===== src/rtl/mmio_uart_tx_if.sv =====
// Data-memory-port bus as seen by the memory-mapped UART transmitter.
// The pipeline's memory stage is the master. ReadData is returned
// combinationally by the selected slave.
interface mmio_uart_tx_if;
  logic        MemWrite;
  logic [31:0] Addr;
  logic [31:0] WriteData;
  logic [31:0] ReadData;

  modport master (output MemWrite, Addr, WriteData, input ReadData);
  modport slave  (input MemWrite, Addr, WriteData, output ReadData);
endinterface


===== src/rtl/mmio_uart_tx.sv =====
// Memory-mapped UART transmitter: TX FIFO, baud divisor and framing FSM.
// Register window of 16 bytes at BASE: TXDATA, STATUS, BAUDDIV, reserved.
// Optional even-parity bit compiled in with `define MMIO_UART_PARITY_EN
// (11-bit frame); otherwise 8N1 (10-bit frame).
module mmio_uart_tx #(
  parameter logic [31:0] BASE    = 32'hFFFF_0000,
  parameter int unsigned DEPTH   = 8,
  parameter logic [15:0] DIV_RST = 16'd867
) (
  input  logic          clk,
  input  logic          reset,
  mmio_uart_tx_if.slave bus,
  output logic          tx,
  output logic          busy
);
  localparam int AW = (DEPTH > 1) ? $clog2(DEPTH) : 1;
  localparam logic [AW:0] FULL_CNT = DEPTH[AW:0];

`ifdef MMIO_UART_PARITY_EN
  typedef enum logic [2:0] {S_IDLE, S_START, S_DATA, S_PARITY, S_STOP} state_t;
`else
  typedef enum logic [2:0] {S_IDLE, S_START, S_DATA, S_STOP} state_t;
`endif

  state_t        state, state_n;
  logic [7:0]    mem [DEPTH];
  logic [AW-1:0] wptr, rptr;
  logic [AW:0]   cnt;
  logic [15:0]   baud, bcnt;
  logic [2:0]    bidx;
  logic [7:0]    shreg;
  logic          ovf;
  logic          pop, push, tick, tx_n;
`ifdef MMIO_UART_PARITY_EN
  logic          par;
`endif

  // Decode: word access only, byte offset bits are don't-care.
  logic       sel;
  logic [1:0] off;
  logic       wr_data, wr_stat, wr_baud, full, empty;
  logic       unused_bits;
  assign sel     = (bus.Addr[31:4] == BASE[31:4]);
  assign off     = bus.Addr[3:2];
  assign wr_data = bus.MemWrite & sel & (off == 2'd0);
  assign wr_stat = bus.MemWrite & sel & (off == 2'd1);
  assign wr_baud = bus.MemWrite & sel & (off == 2'd2);
  assign full    = (cnt == FULL_CNT);
  assign empty   = (cnt == '0);
  assign tick    = (bcnt == 16'd0);
  // A full FIFO still accepts a push when the framer pops at the same edge.
  assign push    = wr_data & (~full | pop);
  assign busy    = (state != S_IDLE) | ~empty;
  assign unused_bits = ^{bus.Addr[1:0], bus.WriteData[31:16]};

  // Load data: combinational, zero when the window is not selected.
  always_comb begin
    bus.ReadData = 32'd0;
    if (sel) begin
      case (off)
        2'd1:    bus.ReadData = {28'd0, ovf, busy, empty, full};
        2'd2:    bus.ReadData = {16'd0, baud};
        default: bus.ReadData = 32'd0;
      endcase
    end
  end

  // Framer next-state, pop request and next serial bit.
  always_comb begin
    state_n = state;
    pop     = 1'b0;
    tx_n    = 1'b1;
    case (state)
      S_IDLE: begin
        tx_n = 1'b1;
        if (!empty) begin
          pop     = 1'b1;
          state_n = S_START;
        end
      end
      S_START: begin
        tx_n = 1'b0;
        if (tick) state_n = S_DATA;
      end
      S_DATA: begin
        tx_n = shreg[0];
        if (tick && bidx == 3'd7)
`ifdef MMIO_UART_PARITY_EN
          state_n = S_PARITY;
`else
          state_n = S_STOP;
`endif
      end
`ifdef MMIO_UART_PARITY_EN
      S_PARITY: begin
        tx_n = par;
        if (tick) state_n = S_STOP;
      end
`endif
      S_STOP: begin
        tx_n = 1'b1;
        if (tick) begin
          // Back-to-back frames: go straight to START with no idle bit.
          if (!empty) begin
            pop     = 1'b1;
            state_n = S_START;
          end else begin
            state_n = S_IDLE;
          end
        end
      end
      default: state_n = S_IDLE;
    endcase
  end

  // FIFO storage; contents need no reset since the pointers define validity.
  always_ff @(posedge clk) begin
    if (push) mem[wptr] <= bus.WriteData[7:0];
  end

  // FIFO pointers/count, sticky overflow and baud divisor register.
  always_ff @(posedge clk or negedge reset) begin
    if (!reset) begin
      wptr <= '0;
      rptr <= '0;
      cnt  <= '0;
      ovf  <= 1'b0;
      baud <= DIV_RST;
    end else begin
      if (push) wptr <= wptr + AW'(1);
      if (pop)  rptr <= rptr + AW'(1);
      case ({push, pop})
        2'b10:   cnt <= cnt + (AW+1)'(1);
        2'b01:   cnt <= cnt - (AW+1)'(1);
        default: cnt <= cnt;
      endcase
      // A rejected push in the same cycle as a clear leaves overflow set.
      if (wr_data && !push)               ovf <= 1'b1;
      else if (wr_stat && bus.WriteData[3]) ovf <= 1'b0;
      if (wr_baud) baud <= bus.WriteData[15:0];
    end
  end

  // Framer state, baud counter, bit index, shift register and registered tx.
  always_ff @(posedge clk or negedge reset) begin
    if (!reset) begin
      state <= S_IDLE;
      bcnt  <= 16'd0;
      bidx  <= 3'd0;
      shreg <= 8'd0;
      tx    <= 1'b1;
`ifdef MMIO_UART_PARITY_EN
      par   <= 1'b0;
`endif
    end else begin
      state <= state_n;
      tx    <= tx_n;
      // Reload at every bit boundary so a new BAUDDIV applies from the next bit.
      if (pop || (state != S_IDLE && tick)) bcnt <= baud;
      else if (state != S_IDLE)             bcnt <= bcnt - 16'd1;
      if (pop) begin
        shreg <= mem[rptr];
        bidx  <= 3'd0;
`ifdef MMIO_UART_PARITY_EN
        par   <= ^mem[rptr];
`endif
      end else if (state == S_DATA && tick) begin
        shreg <= shreg >> 1;
        bidx  <= bidx + 3'd1;
      end
    end
  end
endmodule


===== src/flat_wrapper.sv =====
// flat-port wrapper written by rule: the top's interface ports become plain ports
module mmio_uart_tx_flat 
#(
  parameter logic [31:0] BASE    = 32'hFFFF_0000,
  parameter int unsigned DEPTH   = 8,
  parameter logic [15:0] DIV_RST = 16'd867
)
  (clk, reset, tx, busy, bus_MemWrite, bus_Addr, bus_WriteData, bus_ReadData);
  mmio_uart_tx_if bus_i ();
  input  logic clk;
  input  logic reset;
  output logic tx;
  output logic busy;
  input wire logic [$bits(bus_i.MemWrite)-1:0] bus_MemWrite;
  input wire logic [$bits(bus_i.Addr)-1:0] bus_Addr;
  input wire logic [$bits(bus_i.WriteData)-1:0] bus_WriteData;
  output wire logic [$bits(bus_i.ReadData)-1:0] bus_ReadData;
  assign bus_i.MemWrite = bus_MemWrite;
  assign bus_i.Addr = bus_Addr;
  assign bus_i.WriteData = bus_WriteData;
  assign bus_ReadData = bus_i.ReadData;
  mmio_uart_tx #(.BASE(BASE), .DEPTH(DEPTH), .DIV_RST(DIV_RST)) u_core (.clk(clk), .reset(reset), .bus(bus_i), .tx(tx), .busy(busy));
endmodule

===== config.mk =====
export PLATFORM = sky130hd
export DESIGN_NAME = mmio_uart_tx_flat
export DESIGN_NICKNAME = d
export VERILOG_FILES = /design/src/rtl/mmio_uart_tx_if.sv /design/src/rtl/mmio_uart_tx.sv /design/src/flat_wrapper.sv
export SDC_FILE = /design/constraint.sdc
export NUM_CORES = 1
export LEC_CHECK = 0
export ABC_AREA = 1
export CORE_ASPECT_RATIO = 1.1
export CORE_MARGIN = 10
export CORE_UTILIZATION = 53
export DETAILED_ROUTE_END_ITERATION = 6
export PLACE_DENSITY = 0.8
export RECOVER_POWER = 50
export SYNTH_ARGS = -nofsm -noshare
export SYNTH_HDL_FRONTEND = slang
export SYNTH_SLANG_ARGS = --single-unit

===== constraint.sdc =====
create_clock -name clk -period 3.51 [get_ports clk]
set_input_delay 0.5265 -clock clk [delete_from_list [all_inputs] [get_ports clk]]
set_output_delay 0.5265 -clock clk [all_outputs]
set_load 0.02 [all_outputs]

==> summary.txt, run 1 <==
# rows: 40
global route overflow: 0
Chip Height: 131 um
Wirelength per Cell: 16.5 um
Post-synth EDFFs: 64
vias in the first global route: 4553
Buf/Inv on CP: 2
Die Area: 15800 um2
TNS Setup: 0 ps
arrival time at the worst endpoint: 3190 ps
CP Max Fanout: 8
Clock Latency Late Sink: 410 ps
r2r startpoint: u_core.bcnt[0]
DRC: 0
Antenna Nets Post-Route: 0
worst-margin pin slew: 1050 ps
period utilization: 0.877
PD cells: 453 nW/um2
Synth Register Bits: 121
Max-slew headroom: 0.300
htree depth: 4
reg-to-reg endpoint: u_core.mem[0][1]
CTS root buf: clkbuf_16
maxcap violations: 0
Die Span X: 121 um
final worst slack: 430 ps
Hold Fails Final Rpt: 0
synthesized area: 5910 um2
Static Leak: 2.99 nW
1st-iter DRT viols: 347
drt total wl: 13.5 mm
sequential area share after synthesis: 0.568
I/O Pins: 101
outcome: finished, final reports clean
crit-path max cell delay: 600 ps
Post-Synth XOR/XNOR Area: 0.0207
Area contributors post-synth: edfxtp_1, dfrtp_1, nand2_1, nor2_1, o21ai_0
unrepaired setup endpoints after global routing: no
Yosys top cell area share: 0.325
Req. time, crit path: 3620 ps
critical setup path kind: flop to flop
Tot GR Track Use: 0.181
CP max stage cell: a21oi_1
largest net degree at the start of global routing: 40
worst r2r path cells: 11
DP HPWL: 9.37 mm
clk slew on worst S/H paths: 50 ps
Max VDD drop: 0.000480 V
dpl ws: 455 ps
Finished Layout Cells: 817
mux cell area share after synthesis: 0.0508
Async SR Flop Fraction: 0.471
Buffers on Ports: 66
Simple-Gate Fraction of Synth Area: 0.167
cells along the critical path: inv_1 > ha_1 > nand2_1 > nor2_1 > nand3_2 > a21oi_1 > nor2_2 > nor2_1 > nand2_2 > nor3_1 > buf_4
Worst setup SP type: flop
Gate Count Post-Synth: 577
initial antenna violation count: 0
Period minus WS final: 3080 ps
Avg Inst Size Synth: 10.2 um2
unique cell type count in the Yosys netlist: 44
cell mode on critical path: nor2_1
ANT cells: 0
Num CTS Buffers: 17
first-pass GRT wire length: 22.5 mm
worst reg-to-reg setup slack: 430 ps
CTS tree: yes
largest family of logic cells by synthesized area: simple AND/OR/NAND/NOR gates
Setup Buffers After CTS: 0
family with the most delay on the worst path: simple AND/OR/NAND/NOR gates
core area: 10900 um2
Cells after DPL: 786
Max Clk Rate: 0.325 GHz
Placer Congestion: 0.909
Initial Utilization: 0.542
Synth Flop Type: edfxtp_1
Synth area leader: edfxtp_1
CP endpoint kind: flop
HP Class: input port to asynchronous set/reset pin
Layout area overhead: 21.8%
post-synthesis adder-cell area fraction: 0.0275
Layout Nets: 738
total of warnings raised by yosys: 0
Final setup viols: 0
Sink Count: 121
Slew Viols, Final: 0
vias after detailed routing: 4469
Hold Buf Count CTS: 0
DR vias/cell: 5.47
crit path from: u_core.bcnt[0]
clk buf depth: 2
proportion of layout cells with a drive suffix above 1: 0.119
Compound-Gate Fraction of Synth Area: 0.0984
post-CTS sizing: 0
DRT Pass-1 Iters: 5
Layout Skew: 5.38 ps
## per-layer routing
layer	vias to the layer above	share of wire	GRT usage
met3	26	0.067	0.0519
met5	-	0	0
li1	2119	-	-
met4	0	0.023	0.0795
met2	178	0.52	0.317
met1	2146	0.39	0.202
## cells by family (layout without fill, tap and decap cells)
kind of cell             count (synthesis)  in the layout
buffers and inverters                   84            162
AND/OR/NAND/NOR                        226            226
AO/OA/AOI/OAI                           90             90
multiplexers                            28             28
flip-flops                             121            121
adder cells (fa/ha/maj)                 13             13
other                                    1             16
XOR/XNOR                                14             14
## report_power, final
group | total [W] | internal [W] | switching (W)
Clock | 0.00154 | 0.000960 | 0.000577
Combinational | 0.000157 | 0.0000759 | 0.0000809
Sequential | 0.00157 | 0.00155 | 0.0000227
Total | 0.00326 | 0.00258 | 0.000680
## per-stage QoR
| stage | total power [W] | cell area [um2] | utilization | hold WS [ps] |
|---|---|---|---|---|
| 3_5_place_dp | 0.00175 | 6710 | 0.615 | 471 |
| 2_1_floorplan | 0.00167 | 5970 | - | 231 |
| 6_report | 0.00326 | 7200 | 0.660 | 287 |
| 3_3_place_gp | 0.00174 | 6710 | 0.615 | 462 |
| 5_1_grt | 0.00338 | 7200 | 0.660 | 405 |
| 4_1_cts | 0.00328 | 7230 | 0.663 | 69.7 |
## cell type report
class | count | area, um2
fillers | 840 | 3710
flip-flops and latches | 121 | 3360
multi-input cells | 387 | 2190
repair buffers | 80 | 753
clock buffers | 22 | 444
inverters | 51 | 194
well taps | 147 | 184
clock inverters | 9 | 77.6
## state kept, by name, indices dropped and copies added, names as in the netlist
name / count
u_core.baud: 16
u_core.bcnt: 16
u_core.bidx: 3
u_core.cnt: 4
u_core.mem: 64
u_core.ovf: 1
u_core.rptr: 3
u_core.shreg: 8
u_core.state: 2
u_core.tx: 1
u_core.wptr: 3
## placed cells by master, fill, tap and decap left out, drive strengths merged, types with 9 or more instances in the layout
cell / count
mux2i: 12
clkdlybuf4s50: 56
ha: 13
conb: 16
buf: 12
a21oi: 11
dfrtp: 50
xor2: 12
clkinv: 9
inv: 50
nand3: 42
dlygate4sd3: 9
mux2: 16
o21ai: 45
edfxtp: 64
nor2: 69
nor3: 13
nand2: 98
o221ai: 14
clkbuf: 25
## synthesized netlist by cell type (2+ instances only)
cell type	n
nand2_1	91
edfxtp_1	64
nor2_1	61
dfrtp_1	50
inv_1	48
o21ai_0	40
nand3_1	39
buf_4	16
mux2_2	16
o221ai_1	14
ha_1	13
nor3_1	13
mux2i_1	12
xor2_1	12
a21oi_1	10
clkbuf_1	8
dfstp_2	7
nand2_2	7
o211ai_1	7
buf_2	6
nor2_2	6
o21ai_1	4
o22ai_1	4
nand3_2	3
a21boi_1	2
buf_1	2
nand4_1	2
nor2_4	2
nor4_1	2
xnor2_1	2
## how the worst max path moves through the flow
stage                     depth (start not counted)  slack (ps)               end
after floorplan                                  10        1000  u_core.mem[0][0]
after global placement                           10         480   bus_ReadData[8]
after detailed placement                         10         450   bus_ReadData[8]
after CTS                                         6         420   bus_ReadData[2]
after global routing                             11         190  u_core.mem[2][4]
final                                            11         430  u_core.mem[0][1]
Note: power is estimated with default switching activity, not from simulation.
==> run 2, diff against run 1 <==
--- a/config.mk
+++ b/config.mk
@@ -9,6 +9,7 @@
 export CORE_ASPECT_RATIO = 1.1
 export CORE_MARGIN = 10
 export CORE_UTILIZATION = 53
+export CTS_CLUSTER_DIAMETER = 60
 export DETAILED_ROUTE_END_ITERATION = 6
 export PLACE_DENSITY = 0.8
 export RECOVER_POWER = 50
==> results of run 2 <==
No change in the layout: final DEF, timing and power equal those of run 1.
==> run 3, diff against run 2 <==
--- a/config.mk
+++ b/config.mk
@@ -11,7 +11,7 @@
 export CORE_UTILIZATION = 53
 export CTS_CLUSTER_DIAMETER = 60
 export DETAILED_ROUTE_END_ITERATION = 6
-export PLACE_DENSITY = 0.8
+export PLACE_DENSITY = 0.85
 export RECOVER_POWER = 50
 export SYNTH_ARGS = -nofsm -noshare
 export SYNTH_HDL_FRONTEND = slang
==> run 3 against run 2 <==
Against the previous run:
- the flow now finishes with violations (max-capacitance violations, max-slew violations)
- sequential share of layout area down 0.29 points
- setup slack got worse by 120 ps
- register-to-register slack better by 210 ps
- via count is 3.9% higher
- clock skew up 5.0 ps
- highest routed layer unchanged
==> summary.txt, run 3 (synthesis results as in run 1) <==
GR Layer Usage met1: 0.202 (about the same)
clk buf depth: 2 (unchanged)
worst-margin pin slew: 1980 ps (was 1050 ps)
PD cells: 471 nW/um2 (was 453 nW/um2)
Period minus WS final: 3200 ps (was 3080 ps)
I/O Pins: 101 (unchanged)
DR vias/cell: 5.71 (was 5.47)
Biggest register: u_core.mem (unchanged)
M3 GR Usage: 0.0554 (was 0.0519)
Clock Latency Late Sink: 410 ps (about the same)
Tot GR Track Use: 0.186 (was 0.181)
post-CTS sizing: 0 (unchanged)
hold path depth: 2
DRC: 0 (unchanged)
Layout Skew: 10.4 ps (was 5.38 ps)
critical setup path kind: input port to output port (was flop to flop)
ANT cells: 0 (unchanged)
Buffers on Ports: 66 (unchanged)
outcome: complete, but fails checks (was finished, final reports clean)
Regs by FF count: u_core.mem: 64 flops, u_core.baud: 16 flops, u_core.bcnt: 16 flops (unchanged)
most frequent cells in the layout: nand2_1, edfxtp_1, nor2_1, clkdlybuf4s50_1, dfrtp_1 (unchanged)
dpl ws: 283 ps (was 455 ps)
worst r2r path cells: 10 (was 11)
period utilization: 0.911 (was 0.877)
vias in the first global route: 4694 (was 4553)
Max Clk Rate: 0.313 GHz (was 0.325 GHz)
drt total wl: 14.3 mm (was 13.5 mm)
Layout area overhead: 22.5% (was 21.8%)
max FFs per register: 64 (unchanged)
Initial Utilization: 0.542 (unchanged)
vias after detailed routing: 4645 (was 4469)
Layout Nets: 734 (was 738)
Max VDD drop: 0.000358 V (was 0.000480 V)
htree depth: 4 (unchanged)
Setup Buffers After CTS: 0 (unchanged)
Hold Buf Count CTS: 0 (unchanged)
CP Max Fanout: 12 (was 8)
worst hold slack: 489 ps (was 287 ps)
Antenna Nets Post-Route: 0 (unchanged)
first-pass GRT wire length: 23.2 mm (was 22.5 mm)
Max-slew headroom: -0.322 (was 0.300)
Sink Count: 121 (unchanged)
TNS Setup: 0 ps (unchanged)
# rows: 40 (unchanged)
largest net degree at the start of global routing: 36 (was 40)
grt met2 use: 0.333 (was 0.317)
final worst slack: 312 ps (was 430 ps)
initial antenna violation count: 0 (unchanged)
CTS root buf: clkbuf_16 (unchanged)
arrival time at the worst endpoint: 2670 ps (was 3190 ps)
Worst setup SP type: input port (was flop)
most common cell after layout, fill and taps aside: nand2_1 (unchanged)
CP endpoint kind: output port (was flop)
1st-iter DRT viols: 356 (was 347)
Final setup viols: 0 (unchanged)
Num CTS Buffers: 17 (unchanged)
Req. time, crit path: 2980 ps (was 3620 ps)
HP Class: flop to flop (was input port to asynchronous set/reset pin)
proportion of layout cells with a drive suffix above 1: 0.121 (was 0.119)
global route overflow: 0 (unchanged)
clk slew on worst S/H paths: 60 ps (was 50 ps)
Die Span X: 121 um (unchanged)
busiest layer in global routing: met2 (unchanged)
Placer Congestion: 0.900 (was 0.909)
core area: 10900 um2 (unchanged)
Chip Height: 131 um (unchanged)
Slew Viols, Final: 36 (was 0)
maxcap violations: 1 (was 0)
CTS tree: yes (unchanged)
Hold Fails Final Rpt: 0 (unchanged)
Die Area: 15800 um2 (unchanged)
DP HPWL: 9.74 mm (was 9.37 mm)
unrepaired setup endpoints after global routing: no (unchanged)
Wirelength per Cell: 17.6 um (was 16.5 um)
Static Leak: 2.98 nW (was 2.99 nW)
DRT Pass-1 Iters: 5 (unchanged)
failing checks: max-capacitance violations, max-slew violations
-- run 3: cell count changes in the layout (fill, tap and decap cells not counted), sizes merged --
| cell | change |
|---|---|
| bufinv | +1 |
| clkbuf | -2 |
| inv | +2 |
| clkinv | -4 |
| clkinvlp | +3 |
| buf | -3 |
-- run 3: critical path, cell delays in order --
cell,delay [ps]
clkdlybuf4s50_1,400
nor2_1,120
nand2_1,60
nor2_1,100
nand2_1,80
nor2_2,220
nand2_1,340
nor2_1,200
clkdlybuf4s50_1,630
-- run 3: final timing paths --
kind,from,slack (ps),to
worst max-delay path,bus_Addr[9],310,bus_ReadData[11]
worst min-delay path,u_core.bidx[2],490,u_core.bidx[2]
worst max register to register,u_core.state[0],640,u_core.bcnt[14]
worst min register to register,u_core.bidx[2],490,u_core.bidx[2]
max in group asynchronous,reset,820,u_core.bcnt[0]
min in group asynchronous,reset,680,u_core.rptr[0]
-- run 3: power by group --
part           leakage, nW  internal, W  switching [W]
Combinational         1.38    0.0000759      0.0000860
Sequential            1.33      0.00154      0.0000239
Clock                0.272      0.00106       0.000618
-- run 3: final cells by class --
type / count / area, um2
fill: 823 / 3670
inverter: 51 / 194
clock buffer: 21 / 450
tap: 147 / 184
sequential: 121 / 3360
clock inverter: 11 / 123
multi-input combinational: 387 / 2210
timing repair buffer: 76 / 726
-- run 3: per-stage QoR --
| step | total power (W) | cells | utilization | area, um2 |
|---|---|---|---|---|
| CTS | 0.00342 | 814 | 0.665 | 7260 |
| global route | 0.00351 | 814 | 0.664 | 7240 |
| global placement | 0.00175 | 782 | 0.613 | 6680 |
| detailed placement | 0.00176 | 782 | 0.613 | 6680 |
| finish | 0.00341 | 814 | 0.664 | 7240 |
| floorplan | 0.00167 | 592 | - | 5970 |
-- run 3: layer usage --
metal | up-vias | wire length, um | part of all wire
li1 | 2118 | - | -
met1 | 2245 | 5310 | 0.37
met3 | 44 | 1140 | 0.080
met4 | 0 | 353 | 0.025
met2 | 238 | 7510 | 0.52
met5 | - | 0 | 0
